## src/rtl/ge_seq_ctrl_if.sv

```systemverilog
// Bus bundle between the Gaussian-elimination sequencer and its surroundings:
// job control/status, source row memory, comb_SA handshake and destination
// row memory. The sequencer is the master; memories, array and host form the
// slave side.
interface ge_seq_ctrl_if #(
   parameter int DAT_W = 64,
   parameter int AW    = 6,
   parameter int CNT_W = 16
);
   // Job control and status
   logic             start;
   logic             busy;
   logic             done;
   logic             full_rank_o;
   logic             error;
   logic [CNT_W-1:0] cycles;

   // Source row memory (registered read, one cycle latency)
   logic [AW-1:0]    src_rd_addr;
   logic             src_rden;
   logic [DAT_W-1:0] src_q;

   // comb_SA handshake
   logic             sa_mode;
   logic             sa_start;
   logic [DAT_W-1:0] sa_data;
   logic             sa_finish;
   logic             sa_full_rank;
   logic [DAT_W-1:0] sa_result;

   // Destination row memory
   logic [AW-1:0]    dst_wr_addr;
   logic             dst_wren;
   logic [DAT_W-1:0] dst_wr_data;

   modport master (
      input  start, src_q, sa_finish, sa_full_rank, sa_result,
      output busy, done, full_rank_o, error, cycles,
             src_rd_addr, src_rden,
             sa_mode, sa_start, sa_data,
             dst_wr_addr, dst_wren, dst_wr_data
   );

   modport slave (
      output start, src_q, sa_finish, sa_full_rank, sa_result,
      input  busy, done, full_rank_o, error, cycles,
             src_rd_addr, src_rden,
             sa_mode, sa_start, sa_data,
             dst_wr_addr, dst_wren, dst_wr_data
   );
endinterface

```

## src/rtl/ge_seq_ctrl.sv

```systemverilog
// Job sequencer for the comb_SA Gaussian-elimination array. One start runs a
// whole job: stream the source rows into the array (triangularize), systemize
// when the matrix turned out full rank, then drain the result rows into the
// destination memory from the top address down. Reports done, rank, a wait
// timeout and the number of cycles the job took.
module ge_seq_ctrl #(
   parameter int DAT_W   = 64,
   parameter int DAT_D   = 64,
   parameter int AW      = 6,
   parameter int TIMEOUT = 4096,
   parameter int CNT_W   = 16
) (
   input logic           clk,
   input logic           rst_b,
   ge_seq_ctrl_if.master bus
);

   // Wait counter must be able to hold TIMEOUT-1
   localparam int             WCW       = $clog2(TIMEOUT + 1);
   localparam logic [AW-1:0]  LAST_ROW  = AW'(DAT_D - 1);
   localparam logic [WCW-1:0] WAIT_LAST = WCW'(TIMEOUT - 1);

   typedef enum logic [2:0] {
      IDLE,
      PREFETCH,
      LOAD,
      WAIT_TRI,
      SYS_START,
      WAIT_SYS,
      DRAIN,
      DONE
   } state_t;

   state_t           state_q;
   logic [AW-1:0]    loadCnt_q;
   logic [WCW-1:0]   waitCnt_q;
   logic             finishDly_q;

   logic             busy_q;
   logic             done_q;
   logic             fullRank_q;
   logic             error_q;
   logic [CNT_W-1:0] cycles_q;
   logic [AW-1:0]    srcRdAddr_q;
   logic             srcRden_q;
   logic             saMode_q;
   logic             saStart_q;
   logic [AW-1:0]    dstWrAddr_q;
   logic             dstWren_q;

   logic [CNT_W-1:0] cycles_d;
   logic             finishRise;
   logic             waitExpired;

   // A finish only counts as a fresh 0->1 edge, so a level still high from an
   // earlier phase can never advance a wait state.
   assign finishRise  = bus.sa_finish & ~finishDly_q;
   assign waitExpired = (waitCnt_q == WAIT_LAST);

   // Saturating job cycle counter: it sticks at all-ones instead of wrapping
   assign cycles_d = (&cycles_q) ? cycles_q : cycles_q + CNT_W'(1);

   // Main sequencer: state, counters and every registered output
   always_ff @(posedge clk) begin
      if (!rst_b) begin
         state_q     <= IDLE;
         loadCnt_q   <= '0;
         waitCnt_q   <= '0;
         finishDly_q <= 1'b0;
         busy_q      <= 1'b0;
         done_q      <= 1'b0;
         fullRank_q  <= 1'b0;
         error_q     <= 1'b0;
         cycles_q    <= '0;
         srcRdAddr_q <= '0;
         srcRden_q   <= 1'b0;
         saMode_q    <= 1'b0;
         saStart_q   <= 1'b0;
         dstWrAddr_q <= '0;
         dstWren_q   <= 1'b0;
      end else begin
         finishDly_q <= bus.sa_finish;
         done_q      <= 1'b0;
         saStart_q   <= 1'b0;

         if (state_q != IDLE) begin
            cycles_q <= cycles_d;
         end

         case (state_q)
            IDLE: begin
               if (bus.start) begin
                  state_q     <= PREFETCH;
                  busy_q      <= 1'b1;
                  cycles_q    <= '0;
                  error_q     <= 1'b0;
                  fullRank_q  <= 1'b0;
                  saMode_q    <= 1'b0;
                  srcRden_q   <= 1'b1;
                  srcRdAddr_q <= '0;
               end
            end

            PREFETCH: begin
               // Row 0 arrives next cycle; row 1 is requested alongside it
               state_q     <= LOAD;
               loadCnt_q   <= '0;
               saStart_q   <= 1'b1;
               srcRden_q   <= (DAT_D > 1);
               srcRdAddr_q <= AW'(1);
            end

            LOAD: begin
               if (loadCnt_q == LAST_ROW) begin
                  state_q   <= WAIT_TRI;
                  waitCnt_q <= '0;
                  srcRden_q <= 1'b0;
               end else begin
                  loadCnt_q <= loadCnt_q + AW'(1);
                  if (int'(loadCnt_q) + 2 < DAT_D) begin
                     srcRden_q   <= 1'b1;
                     srcRdAddr_q <= srcRdAddr_q + AW'(1);
                  end else begin
                     srcRden_q <= 1'b0;
                  end
               end
            end

            WAIT_TRI: begin
               if (finishRise) begin
                  fullRank_q <= bus.sa_full_rank;
                  if (bus.sa_full_rank) begin
                     state_q   <= SYS_START;
                     saMode_q  <= 1'b1;
                     saStart_q <= 1'b1;
                  end else begin
                     state_q <= DONE;
                     done_q  <= 1'b1;
                  end
               end else if (waitExpired) begin
                  state_q    <= DONE;
                  done_q     <= 1'b1;
                  error_q    <= 1'b1;
                  fullRank_q <= 1'b0;
               end else begin
                  waitCnt_q <= waitCnt_q + WCW'(1);
               end
            end

            SYS_START: begin
               state_q   <= WAIT_SYS;
               waitCnt_q <= '0;
            end

            WAIT_SYS: begin
               if (finishRise) begin
                  fullRank_q  <= bus.sa_full_rank;
                  state_q     <= DRAIN;
                  dstWren_q   <= 1'b1;
                  dstWrAddr_q <= LAST_ROW;
               end else if (waitExpired) begin
                  state_q    <= DONE;
                  done_q     <= 1'b1;
                  error_q    <= 1'b1;
                  fullRank_q <= 1'b0;
               end else begin
                  waitCnt_q <= waitCnt_q + WCW'(1);
               end
            end

            DRAIN: begin
               // The write address itself counts the drain down to row 0
               if (dstWrAddr_q == '0) begin
                  state_q   <= DONE;
                  done_q    <= 1'b1;
                  dstWren_q <= 1'b0;
               end else begin
                  dstWrAddr_q <= dstWrAddr_q - AW'(1);
               end
            end

            DONE: begin
               state_q  <= IDLE;
               busy_q   <= 1'b0;
               saMode_q <= 1'b0;
            end

            default: begin
               state_q <= IDLE;
            end
         endcase
      end
   end

   assign bus.busy        = busy_q;
   assign bus.done        = done_q;
   assign bus.full_rank_o = fullRank_q;
   assign bus.error       = error_q;
   assign bus.cycles      = cycles_q;
   assign bus.src_rd_addr = srcRdAddr_q;
   assign bus.src_rden    = srcRden_q;
   assign bus.sa_mode     = saMode_q;
   assign bus.sa_start    = saStart_q;
   assign bus.dst_wr_addr = dstWrAddr_q;
   assign bus.dst_wren    = dstWren_q;

   // Row data reaches the array only while loading; zero otherwise
   assign bus.sa_data     = (state_q == LOAD) ? bus.src_q : {DAT_W{1'b0}};

   // Result rows pass straight through to the destination memory
   assign bus.dst_wr_data = bus.sa_result;

endmodule

```

## src/flat_wrapper.sv

```systemverilog
// flat-port wrapper written by rule: the top's interface ports become plain ports
module ge_seq_ctrl_flat 
#(
   parameter int DAT_W   = 64,
   parameter int DAT_D   = 64,
   parameter int AW      = 6,
   parameter int TIMEOUT = 4096,
   parameter int CNT_W   = 16
)
  (clk, rst_b, bus_start, bus_src_q, bus_sa_finish, bus_sa_full_rank, bus_sa_result, bus_busy, bus_done, bus_full_rank_o, bus_error, bus_cycles, bus_src_rd_addr, bus_src_rden, bus_sa_mode, bus_sa_start, bus_sa_data, bus_dst_wr_addr, bus_dst_wren, bus_dst_wr_data);
  ge_seq_ctrl_if #(.DAT_W(DAT_W), .AW(AW), .CNT_W(CNT_W)) bus_i ();
  input logic clk;
  input logic rst_b;
  input wire logic [$bits(bus_i.start)-1:0] bus_start;
  input wire logic [$bits(bus_i.src_q)-1:0] bus_src_q;
  input wire logic [$bits(bus_i.sa_finish)-1:0] bus_sa_finish;
  input wire logic [$bits(bus_i.sa_full_rank)-1:0] bus_sa_full_rank;
  input wire logic [$bits(bus_i.sa_result)-1:0] bus_sa_result;
  output wire logic [$bits(bus_i.busy)-1:0] bus_busy;
  output wire logic [$bits(bus_i.done)-1:0] bus_done;
  output wire logic [$bits(bus_i.full_rank_o)-1:0] bus_full_rank_o;
  output wire logic [$bits(bus_i.error)-1:0] bus_error;
  output wire logic [$bits(bus_i.cycles)-1:0] bus_cycles;
  output wire logic [$bits(bus_i.src_rd_addr)-1:0] bus_src_rd_addr;
  output wire logic [$bits(bus_i.src_rden)-1:0] bus_src_rden;
  output wire logic [$bits(bus_i.sa_mode)-1:0] bus_sa_mode;
  output wire logic [$bits(bus_i.sa_start)-1:0] bus_sa_start;
  output wire logic [$bits(bus_i.sa_data)-1:0] bus_sa_data;
  output wire logic [$bits(bus_i.dst_wr_addr)-1:0] bus_dst_wr_addr;
  output wire logic [$bits(bus_i.dst_wren)-1:0] bus_dst_wren;
  output wire logic [$bits(bus_i.dst_wr_data)-1:0] bus_dst_wr_data;
  assign bus_i.start = bus_start;
  assign bus_i.src_q = bus_src_q;
  assign bus_i.sa_finish = bus_sa_finish;
  assign bus_i.sa_full_rank = bus_sa_full_rank;
  assign bus_i.sa_result = bus_sa_result;
  assign bus_busy = bus_i.busy;
  assign bus_done = bus_i.done;
  assign bus_full_rank_o = bus_i.full_rank_o;
  assign bus_error = bus_i.error;
  assign bus_cycles = bus_i.cycles;
  assign bus_src_rd_addr = bus_i.src_rd_addr;
  assign bus_src_rden = bus_i.src_rden;
  assign bus_sa_mode = bus_i.sa_mode;
  assign bus_sa_start = bus_i.sa_start;
  assign bus_sa_data = bus_i.sa_data;
  assign bus_dst_wr_addr = bus_i.dst_wr_addr;
  assign bus_dst_wren = bus_i.dst_wren;
  assign bus_dst_wr_data = bus_i.dst_wr_data;
  ge_seq_ctrl #(.DAT_W(DAT_W), .DAT_D(DAT_D), .AW(AW), .TIMEOUT(TIMEOUT), .CNT_W(CNT_W)) u_core (.clk(clk), .rst_b(rst_b), .bus(bus_i));
endmodule
```

## config.mk

```make
export PLATFORM = sky130hd
export DESIGN_NAME = ge_seq_ctrl_flat
export DESIGN_NICKNAME = d
export VERILOG_FILES = /design/src/rtl/ge_seq_ctrl_if.sv /design/src/rtl/ge_seq_ctrl.sv /design/src/flat_wrapper.sv
export SDC_FILE = /design/constraint.sdc
export NUM_CORES = 1
export LEC_CHECK = 0
export CAP_MARGIN = 20
export CORE_AREA = 2 2 116 118
export DETAILED_ROUTE_END_ITERATION = 8
export DIE_AREA = 0 0 118 120
export PLACE_DENSITY_LB_ADDON = 0.3
export SLEW_MARGIN = 10
export SYNTH_ARGS = -nofsm -noshare
export SYNTH_HDL_FRONTEND = slang
export SYNTH_SLANG_ARGS = --single-unit
```

## constraint.sdc

```tcl
create_clock -name clk -period 4.6 [get_ports clk]
set_clock_uncertainty 0.15 [all_clocks]
set_input_delay 0.92 -clock clk [delete_from_list [all_inputs] [get_ports clk]]
set_output_delay 0.92 -clock clk [all_outputs]
set_load 0.05 [all_outputs]
```

After elaboration in Yosys (flattened, before gate mapping)
Cells that the tools add are included.
{"block": "totals", "ff_bits": 59, "inputBits": 133, "output_inout_bits": 164, "elab_cells": 122}
{"block": "classes", "add_sub_neg": 6, "magnitude_cmp": 1, "eq_ne": 22, "muxes": 53, "n_bitwise": 2, "reduce_logical": 23}
{"operator": "$mux 16", "n": 4}
{"operator": "$mux 64", "n": 1}
{"operator": "$mux 13", "n": 3}
{"operator": "$pmux 13 s3", "n": 1}
{"operator": "$mux 6", "n": 6}
{"operator": "$lt 32x8->1 const B", "n": 1}
{"operator": "$pmux 3 s8", "n": 1}
{"operator": "$pmux 6 s2", "n": 2}
{"operator": "$mux 1", "n": 19}
{"operator": "$mux 3", "n": 6}
{"operator": "$pmux 6 s3", "n": 1}
{"operator": "$add 16x1->16 const B", "n": 1}
{"operator": "$reduce_and 16->1", "n": 1}
{"operator": "$reduce_and 4->1", "n": 4}
{"operator": "$add 13x1->13 const B", "n": 1}
{"operator": "$eq 13x12->1 const B", "n": 1}
{"operator": "$add 6x1->6 const B", "n": 2}
{"operator": "$eq 3x3->1 const B", "n": 4}
{"operator": "$ne 2x1->1 const B", "n": 6}
{"operator": "$ne 2x2->1 const B", "n": 6}
{"operator": "$reduce_and 3->1", "n": 4}
{"operator": "$reduce_bool 3->1", "n": 4}
{"operator": "$pmux 1 s2", "n": 5}
{"operator": "$pmux 1 s3", "n": 3}
{"operator": "other kinds (14)", "n": 20}

Logic depth before layout (Yosys ltp)
Gate-level depths: netlist of the first run.
{"block": "logic_depth", "ltp_word": 5, "depth_mapped": 7}

Least setup slack after synthesis of the first run
Ideal clock, no wire load.
{"block": "synth_timing", "kind": "reg-to-output", "start": "register u_core.state_q[0]", "end": "output port bus_sa_data[33]", "arrival_time_ns": 1.807, "required_ns": 3.530, "setup_slack_ns": 1.723, "stages_incl_launch_ff": 6, "path_buffers": 3, "cell_sequence": "dfxtp_1 -> buf_2 -> nor3b_1 -> clkbuf_1 -> clkbuf_1 -> and2_1"}
{"block": "synth_between", "elab_chain_len": 2}
{"item": "from (decl)", "line": "ge_seq_ctrl.sv:34", "source": "state_t state_q;"}
{"item": "from (signal assigned)", "line": "ge_seq_ctrl.sv:66", "source": "state_q <= IDLE;"}
{"item": "from (signal assigned)", "line": "ge_seq_ctrl.sv:93", "source": "state_q <= PREFETCH;"}
{"item": "from (signal assigned)", "line": "ge_seq_ctrl.sv:106", "source": "state_q <= LOAD;"}
{"item": "$eq 3x2->1", "line": "ge_seq_ctrl.sv:208", "source": "assign bus.sa_data = (state_q == LOAD) ? bus.src_q : {DAT_W{1'b0}};"}
{"item": "$mux 64", "line": "ge_seq_ctrl.sv:208"}
{"item": "to (decl)", "line": "flat_wrapper.sv:28", "source": "output wire logic [$bits(bus_i.sa_data)-1:0] bus_sa_data;"}
No other way between the ends.

Worst setup path in the final report of the first run
{"block": "layout_timing", "start": "register u_core.state_q[1]", "end": "output port bus_sa_data[13]"}
The elaborated chain is that of the path after synthesis.

==> flow_summary.yaml, run 1 <==
clock_network:
  path_clk_slew_ns: 0.05
  cts_tree: "done"
  cts_inserted_buffers: 9
  root_buffer: "clkbuf_16"
  cts_resized: 0
  clk_latency_ns: 0.32
  clkSinkCount: 59
  clk_path_buf_depth: 2
  htree_levels: 3
  holdBufCountCts: 0
  cts_setup_buffers: 0
sta:
  period_minus_slack_ns: 3.864
  finalSetupTns_ns: 0
  fmax_mhz: 258.8
  setup_viol: 0
  grt_setup_unrepaired: "false"
  hold_viol: 0
  slew_headroom_pct: 43.68
  slew_violations: 0
  post-route-period-util_pct: 84.00
  tightest_slew_ns: 0.8436
floorplan:
  die_w_um: 118
  die_area_um2: 14160
  start_util_pct: 30.30
  ios: 297
  core_area_um2: 12980
  rows: 42
  dieHeight_um: 120
detailed_routing:
  drc: 0
  ant_nets: 0
  drt-total-wl_um: 12340
  firstDrtPassIters: 4
  vias: 3834
  drtIter0Drc: 228
  via_per_inst: 4.960
  avgRoutedWirePerCell_um: 15.97
layout:
  multi_input_area_um2: 2128
  drive_above_1_share_pct: 6.365
  num_antenna_cells: 0
  register_area_um2: 1181
  layout.nets: 732
  fillCellCount: 1307
  area_growth_pct: 40.69
synth:
  synth_fp_nets: 637
  netlist_instances: 498
  synth_edf_count: 0
  ys_types: 66
  async_flop_share_pct: 0
  seq_area_frac_synth_pct: 30.03
  syn_avg_cell_area_um2: 7.897
  syn-cell-area_um2: 3933
  synth_seq_cells: 59
  synth_ff_type: "dfxtp_1"
  synth_warnings: 0
power_and_ir_drop:
  ir_worst_vdd_v: 0.0001720
  leakage_uw: 0.001905
  p_per_area_nw_per_um2: 314.0
  p_total_uw: 1737
flow_run:
  cap_violations: 0
placement:
  gp_congestion: 0.8033
  portBuffers: 168
  post-dp-hpwl_um: 9478
global_route:
  grt_pass1_wl_um: 18860
  grt_pass1_vias: 3688
  antenna_found_initial: 0
  grt_overflow: 0
  grt_max_degree: 69
  grt.total_usage_pct: 16.63
setup_path:
  arrival_ns: 2.79
  end_kind: "primary output"
  cp_max_fo: 68
  cp.required_ns: 3.53
  crit_type: "reg2out"
  cp-start-kind: "flop"
hold_path:
  hp-class: "reg2reg"
status:
  status: "finished, final reports clean"
==> cells by family after synthesis <==
group,share of synthesized area [%]
buf+inv,15.97
xor+xnor,4.677
simple gates,32.83
fa+ha+maj,1.909
flops,30.03
compound gates,13.65
mux,0.9226
==> where the power goes <==
part	total, uW	switching (uW)	internal (uW)
sequential	555	29.5	526
combinational	554	345	210
clock	628	224	403
total	1740	598	1140
==> synth_stat cells, types with 2 or more instances <==
cell      number  area [um2]
inv_1          8       30.03
and2b_2        2       17.52
clkbuf_8       2       27.53
a311oi_2       2       30.03
and3_1         4       25.02
nand3_1       18       90.09
ha_1           6       75.07
nand2b_1       6       37.54
buf_2          6       30.03
nor2_1        39       146.4
nor3b_1        3       22.52
o21ai_0       22       110.1
xor2_1         8       70.07
or4_1          2       15.01
a211oi_1       4       30.03
or3_2          2       15.01
and4_2         2       20.02
nor4b_1        2       17.52
a21oi_1       32       160.2
or3_1          9       56.30
nand4_1       11       68.82
and4_1         2       17.52
nor3_1        15       75.07
nor4_1         6       37.54
nor2b_1        2       12.51
and2_1        65       406.6
a311oi_1       2       17.52
a31oi_1        4       25.02
xnor2_1       13       113.9
nand2_1       29       108.9
buf_4         64       480.5
dfxtp_1       59        1181
a21o_1         2       15.01
o31ai_1        3       22.52
clkbuf_1      11       41.29
==> worst paths after layout <==
| kind | start | to | slack, ns | cells past startpoint |
|---|---|---|---|---|
| setup / recovery | u_core.state_q[1] | bus_sa_data[13] | 0.74 | 4 |
| hold / removal | u_core.waitCnt_q[12] | u_core.waitCnt_q[12] | 0.32 | 2 |
| setup reg to reg | u_core.state_q[0] | u_core.waitCnt_q[7] | 1.99 | 5 |
| hold reg to reg | u_core.waitCnt_q[12] | u_core.waitCnt_q[12] | 0.32 | 2 |
==> layout make-up <==
type / count / area share, %
tap: 176 / 3.980
timing repair buffer: 169 / 30.53
clock inverter: 2 / 0.1809
sequential: 59 / 21.35
inverter: 9 / 0.6106
clock buffer: 13 / 4.885
multi-input combinational: 345 / 38.47
==> stage by stage <==
step | setup slack [ns] | instances | hold WS (ns) | utilization [%] | area [um2]
finish | 0.7358 | 773 | 0.3214 | 42.63 | 5533
CTS | 0.7247 | 773 | 0.3200 | 42.63 | 5533
global placement | 1.075 | 758 | 0.2916 | 40.47 | 5253
detailed placement | 1.077 | 758 | 0.3155 | 40.47 | 5253
floorplan | 1.723 | 498 | 0.2787 | - | 3933
global route | 0.5717 | 773 | 0.3667 | 42.63 | 5533
==> placed cells by master, fill, tap and decap left out, drive strengths merged, types with 7 or more instances in the layout <==
master and n:
clkdlybuf4s50 168, nor2 40, xor2 8, inv 8, o21ai 23, nor3 15, or3 11, nand3 19
nand2 29, nor4 7, nand4 12, xnor2 13, clkbuf 13, a21oi 32, dfxtp 59, and2 65
==> state kept, by name, indices dropped and copies added (netlist names) <==
signal and cells:
u_core.bus.busy 1, u_core.bus.cycles 16, u_core.bus.done 1, u_core.bus.dst_wr_addr 6
u_core.bus.dst_wren 1, u_core.bus.error 1, u_core.bus.full_rank_o 1, u_core.bus.sa_mode 1
u_core.bus.sa_start 1, u_core.bus.src_rd_addr 6, u_core.bus.src_rden 1, u_core.finishDly_q 1
u_core.loadCnt_q 6, u_core.state_q 3, u_core.waitCnt_q 13
==> per-layer routing <==
metal / vias up / global-route usage (%) / routed length (um)
li1: 1853 / - / -
met1: 1811 / 18.71 / 4918
met2: 133 / 28.31 / 6149
met3: 37 / 5.608 / 784
met4: 0 / 7.907 / 491
met5: - / 0 / 0
==> worst max-delay path: stages (launching register included) <==
cell             delay, ns
dfxtp_1               0.68
nor3b_2               0.26
buf_4                 0.44
and2_1                0.22
clkdlybuf4s50_1       0.82
No activity file was read; power rests on OpenSTA's default activity.
==> run 2: changes to the inputs <==
clock period = 3.48 ns   (was 4.6 ns; I/O delays follow)
==> flow_summary.yaml, run 2 (synthesis gave the netlist of run 1 again) <==
clock_network:
  htree_levels: 3
  clk_latency_ns: 0.33
  cts_tree: "done"
  root_buffer: "clkbuf_16"
  clk_path_buf_depth: 2
  holdBufCountCts: 0
  clkSinkCount: 59
  cts_resized: 0
  cts_setup_buffers: 0
  cts_inserted_buffers: 9
  path_clk_slew_ns: 0.05
detailed_routing:
  avgRoutedWirePerCell_um: 16.16
  wl_met2_um: 6727
  ant_nets: 0
  highest_layer: "met4"
  firstDrtPassIters: 4
  drt-total-wl_um: 12640
  vias: 3849
  via_per_inst: 4.922
  drc: 0
  route.met3.wl_um: 716
  drtIter0Drc: 299
  wl_met1_um: 4963
layout:
  final_cell_mix: "clkdlybuf4s50_1 (107), and2_1 (65), dfxtp_1 (59)"
  largest_reg_flops: 16
  area_growth_pct: 48.46
  drive_above_1_share_pct: 17.69
  layout.nets: 739
  fin_util_pct: 44.98
  final_common_cell: "clkdlybuf4s50_1"
  fillCellCount: 1269
global_route:
  grt_pass1_vias: 3703
  antenna_found_initial: 1
  grt_overflow: 0
  grt.total_usage_pct: 17.36
  grt_pass1_wl_um: 19430
  grt_max_degree: 60
sta:
  tightest_slew_ns: 0.7624
  slew_violations: 0
  fmax_mhz: 341.9
  hold_viol: 0
  post-route-period-util_pct: 84.04
  slew_headroom_pct: 48.84
  setup_viol: 0
  period_minus_slack_ns: 2.924
  grt_setup_unrepaired: "false"
  hold_ws_ns: 0.3201
  finalSetupTns_ns: 0
power_and_ir_drop:
  ir_worst_vdd_v: 0.0002986
  p_per_area_nw_per_um2: 415.0
  power_report.internal_total_uw: 1601
  p_sw_share_pct: 33.90
  p_clk_share_pct: 36.1
  combPwrFrac_pct: 34.5
  leakage_uw: 0.002152
  seqPwrFrac_pct: 29.4
  p_switching_uw: 821.4
setup_path:
  cp-start-kind: "flop"
  arrival_ns: 2.08
  cp.required_ns: 2.63
  crit_type: "reg2out"
  cp_max_fo: 10
  end_kind: "primary output"
floorplan:
  ios: 297
  rows: 42
  start_util_pct: 30.30
  die_area_um2: 14160
  die_w_um: 118
  core_area_um2: 12980
  dieHeight_um: 120
flow_run:
  cap_violations: 0
placement:
  post-dp-hpwl_um: 9919
  portBuffers: 168
  gp_congestion: 0.8934
hold_path:
  hp-class: "reg2reg"
status:
  status: "finished, final reports clean"
[run 2: per-layer routing]
layer  up-vias  GRT usage [%]
li1       1868              -
met1      1824          20.03
met2       130          30.81
met3        27          4.610
met4         0          6.325
met5         -              0
[run 2: final cells by class]
type                            count  area [um2]  area share (%)
Tap cell                          176       220.2           3.772
Sequential cell                    59        1181           20.23
Inverter                            9       33.78          0.5787
Clock inverter                      5       52.55          0.9001
Clock buffer                       11       242.7           4.158
Timing Repair Buffer              176        1977           33.86
Antenna cell                        1       2.502         0.04286
Multi-Input combinational cell    345        2128           36.46
[run 2: power by group through the flow]
stage | Clock, uW | Combinational [uW] | Sequential [uW]
3_5_place_dp | 0 | 839 | 725
2_1_floorplan | 0 | 651 | 762
4_1_cts | 895 | 843 | 711
5_1_grt | 925 | 884 | 714
6_report | 875 | 837 | 711
3_3_place_gp | 0 | 833 | 724
[run 2: critical path: stages (launching register included)]
cell and delay [ns]:
dfxtp_1 0.32, nor3b_2 0.43, and2_1 0.20, clkdlybuf4s50_1 0.80
[run 2: worst paths after layout]
| kind | startpoint | endpoint | slack [ns] | depth (start not counted) |
|---|---|---|---|---|
| worst max-delay path | u_core.state_q[0] | bus_sa_data[2] | 0.56 | 3 |
| worst min-delay path | u_core.waitCnt_q[12] | u_core.waitCnt_q[12] | 0.32 | 2 |
| worst max register to register | u_core.state_q[0] | u_core.waitCnt_q[7] | 1.19 | 6 |
| worst min register to register | u_core.waitCnt_q[12] | u_core.waitCnt_q[12] | 0.32 | 2 |
[run 2: stage by stage]
step	setup slack [ns]	power [uW]	std cells	instance area, um2
2_1_floorplan	0.8265	1413	498	3933
6_report	0.5556	2423	782	5838
5_1_grt	0.4219	2522	782	5838
3_5_place_dp	0.5791	1564	765	5540
3_3_place_gp	0.5657	1557	765	5540
4_1_cts	0.5273	2449	781	5836
==> run 3: changes to the inputs <==
clock period = 2.5 ns   (was 3.48 ns; I/O delays follow)
==> flow_summary.yaml, run 3 (synthesis gave the netlist of run 1 again) <==
detailed_routing:
  drc: 0
  via_per_inst: 4.910
  firstDrtPassIters: 5
  vias: 3859
  avgRoutedWirePerCell_um: 16.15
  drt-total-wl_um: 12690
  ant_nets: 0
  drtIter0Drc: 224
global_route:
  grt.total_usage_pct: 17.76
  antenna_found_initial: 0
  grt_pass1_wl_um: 20130
  grt_overflow: 0
  grt_pass1_vias: 3852
  grt_max_degree: 69
setup_path:
  path_buf_inv: 2
  path_common_cell: "buf_12"
  slowest_delay_ns: 0.44
  cp.required_ns: 1.85
  end_kind: "primary output"
  arrival_ns: 1.76
  cp_slowest_cell: "dfxtp_1"
  crit_chain: "nor3b_2 > buf_12 > and2_1 > buf_12"
  cp_max_fo: 68
  cp-start-kind: "flop"
  crit_type: "reg2out"
  crit_family: "simple AND/OR/NAND/NOR gates"
power_and_ir_drop:
  p_switching_uw: 1160
  ir_worst_vdd_v: 0.0003496
  seqPwrFrac_pct: 28.5
  power_report.internal_total_uw: 2385
  p_sw_share_pct: 32.72
  leakage_uw: 0.002287
  combPwrFrac_pct: 36.7
  p_per_area_nw_per_um2: 562.0
  p_clk_share_pct: 34.8
floorplan:
  die_w_um: 118
  dieHeight_um: 120
  start_util_pct: 30.30
  rows: 42
  die_area_um2: 14160
  ios: 297
  core_area_um2: 12980
layout:
  final_common_cell: "clkdlybuf4s50_1"
  area_growth_pct: 60.39
  final_cell_mix: "clkdlybuf4s50_1 (104), and2_1 (65), buf_12 (65)"
  fin_util_pct: 48.59
  largest_reg_flops: 16
  fillCellCount: 1227
  num_antenna_cells: 0
  layout.nets: 745
  drive_above_1_share_pct: 19.18
sta:
  setup_viol: 0
  slew_violations: 0
  fmax_mhz: 414.7
  grt_setup_unrepaired: "false"
  slew_headroom_pct: 54.06
  tightest_slew_ns: 0.6834
  period_minus_slack_ns: 2.411
  finalSetupTns_ns: 0
  post-route-period-util_pct: 96.45
  hold_ws_ns: 0.3373
  hold_viol: 0
clock_network:
  clk_path_buf_depth: 2
  root_buffer: "clkbuf_16"
  cts_setup_buffers: 0
  clk_latency_ns: 0.33
  htree_levels: 3
  cts_inserted_buffers: 9
  holdBufCountCts: 0
  path_clk_slew_ns: 0.05
  clkSinkCount: 59
  cts_tree: "done"
status:
  status: "finished, final reports clean"
placement:
  portBuffers: 168
  post-dp-hpwl_um: 10040
  gp_congestion: 0.7936
hold_path:
  hp-class: "reg2reg"
flow_run:
  cap_violations: 0
==> run 3: cell count changes in the layout (fill, tap and decap cells not counted), sizes merged <==
cell | before | now
clkdlybuf4s50 | 107 | 104
clkinvlp | 1 | 0
buf | 69 | 78
clkbuf | 11 | 13
diode | 1 | 0
clkinv | 4 | 2
==> run 3: worst min-delay path, delay by kind of cell (launching register included) <==
kind	cells	cell delay [ns]
compound gates	1	0.03
flops	1	0.34
simple gates	1	0.07
==> run 3: routing by layer <==
layer | up-vias | routed length, um | track usage (%)
met3 | 32 | 901 | 5.751
met1 | 1806 | 4905 | 20.17
met2 | 141 | 6470 | 30.81
li1 | 1880 | - | -
met4 | 0 | 413 | 7.154
met5 | - | 0 | 0
==> run 3: power groups by stage <==
stage / Sequential [uW] / Combinational (uW) / Clock [uW]
floorplan: 1060 / 907 / 0
global placement: 1030 / 1300 / 0
detailed placement: 1030 / 1310 / 0
CTS: 1010 / 1310 / 1250
global route: 1020 / 1370 / 1290
finish: 1010 / 1300 / 1230
==> run 3: layout make-up <==
class / count / area (um2) / share of cell area (%)
Tap cell: 176 / 220.2 / 3.491
Clock buffer: 13 / 260.3 / 4.126
Clock inverter: 2 / 35.03 / 0.5554
Sequential cell: 59 / 1184 / 18.77
Timing Repair Buffer: 182 / 2440 / 38.68
Inverter: 9 / 33.78 / 0.5356
Multi-Input combinational cell: 345 / 2135 / 33.84
==> run 3: what timing repair did <==
action                     in CTS  in global routing
hold endpoints to repair        0                  0
setup endpoints to repair      17                 41
gates resized for setup         1                  2
==> run 3: worst paths after layout <==
kind	start	to	slack, ns	cells past startpoint
max	u_core.state_q[2]	bus_sa_data[27]	0.09	4
min	u_core.waitCnt_q[12]	u_core.waitCnt_q[12]	0.34	2
max reg2reg	u_core.bus.cycles[4]	u_core.bus.cycles[5]	0.38	5
min reg2reg	u_core.waitCnt_q[12]	u_core.waitCnt_q[12]	0.34	2
==> run 3: stage by stage <==
step	total power [uW]	instance area, um2	std cells	setup WS (ns)
floorplan	1967	3933	498	0.04252
global placement	2328	6003	771	0.1566
detailed placement	2335	6003	771	0.09958
CTS	3575	6300	786	0.02416
global route	3667	6307	786	0.0002873
finish	3545	6307	786	0.08876
